[config.mk]
export PLATFORM = sky130hd
export DESIGN_NAME = gpu_muldiv_sequencer
export DESIGN_NICKNAME = d
export VERILOG_FILES = /design/src/rtl/gpu_muldiv_sequencer.sv
export SDC_FILE = /design/constraint.sdc
export NUM_CORES = 1
export LEC_CHECK = 0
export BUFFER_PORTS_ARGS = -buffer_cell sky130_fd_sc_hd__buf_4
export CAP_MARGIN = 20
export CORE_UTILIZATION = 60
export DETAILED_ROUTE_END_ITERATION = 8
export PLACE_DENSITY_LB_ADDON = 0.3
export SETUP_SLACK_MARGIN = 0.1
export SLEW_MARGIN = 30
export SYNTH_ARGS = -nofsm -noshare
export SYNTH_HDL_FRONTEND = slang
export SYNTH_SLANG_ARGS = --single-unit
[constraint.sdc]
create_clock -name clk -period 6.85 [get_ports clk]
set_input_delay 1.7125 -clock clk [delete_from_list [all_inputs] [get_ports clk]]
set_output_delay 1.7125 -clock clk [all_outputs]
set_load 0.02 [all_outputs]
[src/rtl/gpu_muldiv_sequencer.sv]
// Iterative multiply/divide unit with private HI/LO registers.
// One shift-add or restoring-divide step per clock; MTHI/MTLO served when not iterating.
//
// state | meaning
// IDLE  | waiting for start; MTHI/MTLO accepted
// RUN   | iterating, WIDTH cycles; busy high
// DONE  | result visible in HI/LO for one cycle; start or MTHI/MTLO accepted
module gpu_muldiv_sequencer #(
    parameter int WIDTH = 32
) (
    input  logic             clk,
    input  logic             rst,
    input  logic             start,
    input  logic [1:0]       op,
    input  logic [WIDTH-1:0] a_in,
    input  logic [WIDTH-1:0] b_in,
    input  logic             mthi,
    input  logic             mtlo,
    input  logic [WIDTH-1:0] wdata,
    output logic             busy,
    output logic             done,
    output logic             div_zero,
    output logic [WIDTH-1:0] hi_out,
    output logic [WIDTH-1:0] lo_out
);

    localparam int CW = $clog2(WIDTH + 1);

    typedef enum logic [1:0] {IDLE, RUN, DONE} state_t;

    state_t             state, state_nxt;
    logic [CW-1:0]      count;
    logic               is_div, neg_res, neg_rem, dz;
    logic [WIDTH-1:0]   opnd, hi_q, lo_q;
    logic [2*WIDTH-1:0] acc, acc_nxt;

    logic               signed_op, a_neg, b_neg, accept, last_iter, fits;
    logic [WIDTH-1:0]   a_mag, b_mag, quo, rem, res_hi, res_lo;
    logic [WIDTH:0]     mul_sum, div_trial, div_diff;
    logic [2*WIDTH-1:0] prod;

    assign signed_op = ~op[0];
    assign a_neg     = signed_op & a_in[WIDTH-1];
    assign b_neg     = signed_op & b_in[WIDTH-1];
    assign a_mag     = a_neg ? -a_in : a_in;
    assign b_mag     = b_neg ? -b_in : b_in;
    assign accept    = start && (state != RUN);
    assign last_iter = (state == RUN) && (count == CW'(1));

    always_ff @(posedge clk) begin
        if (rst) state <= IDLE;
        else     state <= state_nxt;
    end

    always_comb begin
        state_nxt = state;
        case (state)
            IDLE:    if (start) state_nxt = RUN;
            RUN:     if (count == CW'(1)) state_nxt = DONE;
            DONE:    state_nxt = start ? RUN : IDLE;
            default: state_nxt = IDLE;
        endcase
    end

    // acc holds {partial product, multiplier} for multiply, {remainder, dividend/quotient} for divide
    always_comb begin
        mul_sum   = {1'b0, acc[2*WIDTH-1:WIDTH]} + (acc[0] ? {1'b0, opnd} : '0);
        div_trial = {acc[2*WIDTH-1:WIDTH], acc[WIDTH-1]};
        div_diff  = div_trial - {1'b0, opnd};
        fits      = (div_trial >= {1'b0, opnd});
        if (is_div)
            acc_nxt = {(fits ? div_diff[WIDTH-1:0] : div_trial[WIDTH-1:0]), acc[WIDTH-2:0], fits};
        else
            acc_nxt = {mul_sum, acc[WIDTH-1:1]};
    end

    // A zero divisor leaves remainder = |a| and quotient = all ones, so HI = a after sign fix-up
    always_comb begin
        prod = neg_res ? -acc_nxt : acc_nxt;
        quo  = acc_nxt[WIDTH-1:0];
        rem  = acc_nxt[2*WIDTH-1:WIDTH];
        if (is_div) begin
            res_lo = dz ? '1 : (neg_res ? -quo : quo);
            res_hi = neg_rem ? -rem : rem;
        end else begin
            res_lo = prod[WIDTH-1:0];
            res_hi = prod[2*WIDTH-1:WIDTH];
        end
    end

    always_ff @(posedge clk) begin
        if (rst) begin
            hi_q    <= '0;
            lo_q    <= '0;
            acc     <= '0;
            opnd    <= '0;
            count   <= '0;
            is_div  <= 1'b0;
            neg_res <= 1'b0;
            neg_rem <= 1'b0;
            dz      <= 1'b0;
        end else begin
            if (state != RUN) begin
                if (mthi) hi_q <= wdata;
                if (mtlo) lo_q <= wdata;
            end
            if (accept) begin
                is_div  <= op[1];
                neg_res <= a_neg ^ b_neg;
                neg_rem <= a_neg;
                dz      <= op[1] && (b_in == '0);
                opnd    <= op[1] ? b_mag : a_mag;
                acc     <= {{WIDTH{1'b0}}, (op[1] ? a_mag : b_mag)};
                count   <= CW'(WIDTH);
            end else if (state == RUN) begin
                acc   <= acc_nxt;
                count <= count - CW'(1);
                if (last_iter) begin
                    hi_q <= res_hi;
                    lo_q <= res_lo;
                end
            end
        end
    end

    assign busy     = (state == RUN);
    assign done     = (state == DONE);
    assign div_zero = (state == DONE) && dz;
    assign hi_out   = hi_q;
    assign lo_out   = lo_q;

endmodule
==> results.cfg <==
[sta]
relSlewSlack_pct = 34.7
finalClockSkew_ns = 0.0218
worst_slew_pin_slew_ns = 0.980
clock.fmax_ghz = 0.159
period_share_pct = 92.0
layout_min_cycle_time_ns = 6.30
rsz0062_at_grt = false
hold_viol = 0
drv_slew = 0
setup_viol = 0
setup_tns_ns = 0

[critical_path]
slowest_stage = or4_4
cp.required_ns = 7.15
max_stage_delay_ns = 0.59
critPathMostFrequentCell = a21oi_1
crit_family = compound AO/OA/AOI/OAI gates
crit_path_max_fanout = 10
critPathCaptureType = flop
path_cells = inv_1, ha_1, a21oi_1, o21ai_0, a21o_1, o21a_1, o31ai_1, buf_4, a21boi_1, ha_1, inv_1, or4_4, or3b_4, or2_4, or4_1, a211o_1, a21oi_2, a21oi_1, o31a_1, xnor2_1, a21oi_1, nor2_1
crit_buf_inv = 3
arrival_ns = 6.61
critPathKind = flop to flop
cp-start-kind = flop

[synthesis]
synth_cells = 2216
synth-seq-cells = 172
synth_edf_count = 0
syn_area_per_cell_um2 = 7.32
synth_flop_cell = dfxtp_1
yosys.area.top_type = dfxtp_1
synth_top_area_share_pct = 21.2
synth_area_mm2 = 0.0162
ys_seq_area_share_pct = 21.2
ys_warn_count = 0
synthTopCellsByArea = dfxtp_1 21%, a21oi_1 6.4%, nor2_1 6.2%
syn-num-nets = 2391
yosysUniqueCellTypes = 114
synthArstFlopShare_pct = 0

[placed_design]
hpwlAfterDp_um = 47000
port_buffers = 169
gp_congestion = 1.04

[pwr]
p_leak_nw = 7.37
internal_power_mw = 2.16
switching_share_pct = 42.7
power.total_mw = 3.78
pwr-share-seq_pct = 30.8
p_sw_mw = 1.61
p_per_area_mw_per_mm2 = 207
max-vdd-ir-drop_v = 0.000201
clkPwrFrac_pct = 28.6
comb_power_share_pct = 40.6

[clock_tree]
h-tree-depth = 4
post_cts_buffers = 0
cts.path.max_buffers = 2
clkSlewWorstSetupHoldPaths_ns = 0.08
clock_latency_ns = 0.46
cts_inserted_buffers = 17
cts.sinks = 172
cts_tree = built
cts-root-buf = clkbuf_16

[global_routing]
antenna_found_initial = 1
grt.overflow.total = 0
grt_pass1_vias = 16400
grt_pass1_wl_um = 93700
grt_max_degree = 127
grt_usage_pct = 43.3

[finish]
syn2layout_area_growth_pct = 12.1
drive_gt1_share_pct = 13.9
finalNetCount = 2463
fillers = 2255

[routing]
wl_per_cell_um = 23.3
drt-initial-drc-count = 2379
viasPerCell = 6.81
via_count = 18000
wl_um = 61500
dr.pass1.iters = 7
drc_errors = 2
ant_nets = 0

[die]
core_area_mm2 = 0.0263
dieArea_mm2 = 0.0277
ios = 170
rows = 59
floorplan.initialDensity_pct = 61.8
die_x_um = 166
die_h_um = 166

[run_status]
status = complete, but fails checks
violations = DRC

[run]
maxCapViolCount = 0

[hold_path]
min_path_type = flop to flop
flip-flops by register name, indices dropped and copies added, names as in the netlist:
name and count:
acc 64, hi_out 32, lo_out 32, count 6, is_div 1, neg_rem 1
state 2, dz 1, neg_res 1, opnd 32
routing by layer:
layer  GRT usage [%]  share of wire, %  up-vias
met5               0                 0        -
met3            9.13                10      196
met4            22.3               5.3        0
met1            56.9                41     8445
li1                -                 -     8278
met2            66.8                44     1051
final timing paths:
check	from	endpoint	slack (ns)	depth (start not counted)
setup reg to reg	opnd[18]	hi_out[22]	0.55	22
setup / recovery	opnd[18]	hi_out[22]	0.55	22
hold reg to reg	opnd[4]	opnd[4]	0.46	2
hold / removal	opnd[4]	opnd[4]	0.46	2
placed cells by master (no fill, tap or decap), types with 11 or more instances in the layout:
master     count
a2111oi_0     19
a211oi_1      97
a21o_1        29
a21oi_1      206
a221oi_1      29
a31oi_1       15
and2_1        44
and3_1        11
buf_4        198
clkbuf_16     17
dfxtp_1      171
ha_1          70
inv_1         63
mux2_2        17
mux2i_1       67
nand2_1      212
nand2b_1      14
nand3_1       34
nand4_1       30
nor2_1       267
nor2b_1       29
nor3_1        59
nor4_1        20
o211ai_1      17
o21a_1        16
o21ai_0      118
o22ai_1       13
o31ai_1       21
or3_1         22
xnor2_1       98
xor2_1        57
layout make-up:
class	count	area [µm²]	share of cell area, %
Inverter	65	244	1.34
Antenna cell	1	2.50	0.0137
Timing Repair Buffer	199	1500	8.23
Multi-Input combinational cell	1833	11900	65.6
Clock inverter	15	220	1.21
Clock buffer	17	425	2.34
Sequential cell	172	3450	18.9
Tap cell	335	419	2.30
per-stage QoR:
| step | utilization (%) | hold slack (ns) | worst slack (ns) | instance area [µm²] | std cells |
|---|---|---|---|---|---|
| finish | 69.3 | 0.465 | 0.549 | 18200 | 2637 |
| global route | 69.3 | 0.487 | 0.195 | 18200 | 2636 |
| CTS | 69.2 | 0.466 | 0.494 | 18200 | 2636 |
| detailed placement | 66.8 | 0.457 | 0.565 | 17500 | 2604 |
| global placement | 66.8 | 0.448 | 0.725 | 17500 | 2604 |
| floorplan | - | 0.440 | 0.965 | 16200 | 2216 |
Yosys cell counts (21+ instances only):
cell      instances
dfxtp_1         172
a221oi_1         29
nor2b_1          30
nand2_1         213
xnor2_1          98
a21oi_1         207
o31ai_1          21
nor2_1          268
o21ai_0         118
or3_1            22
a21o_1           29
clkbuf_1         96
nor3_1           59
nand3_1          34
mux2i_1          67
ha_1             70
xor2_1           57
a211oi_1         98
nand4_1          30
and2_1           44
inv_1            63
power groups by stage:
stage | clock, mW | combinational, mW | sequential (mW)
after floorplan | 0 | 0.989 | 1.20
after global placement | 0 | 1.46 | 1.18
after detailed placement | 0 | 1.48 | 1.18
after CTS | 1.08 | 1.49 | 1.16
after global routing | 1.12 | 1.63 | 1.17
final | 1.08 | 1.53 | 1.16
logic make-up after synthesis:
group | share of synthesized area (%)
buffers and inverters | 5.33
AOI/OAI and AO/OA | 29.7
adders and majority gates | 5.64
muxes | 5.31
xor gates and xnor gates | 8.36
DFF | 21.2
and+or+nand+nor | 24.4
worst min-delay path: stages, from the launching register on:
cell     delay (ns)
dfxtp_1        0.32
nand2_1        0.05
a21oi_1        0.05
timing repair:
action / CTS / global route
resized for setup: 0 / 1
hold buffers: 0 / 0
endpoints found under the setup margin: 0 / 1
Note: power is estimated with default switching activity, not from simulation.
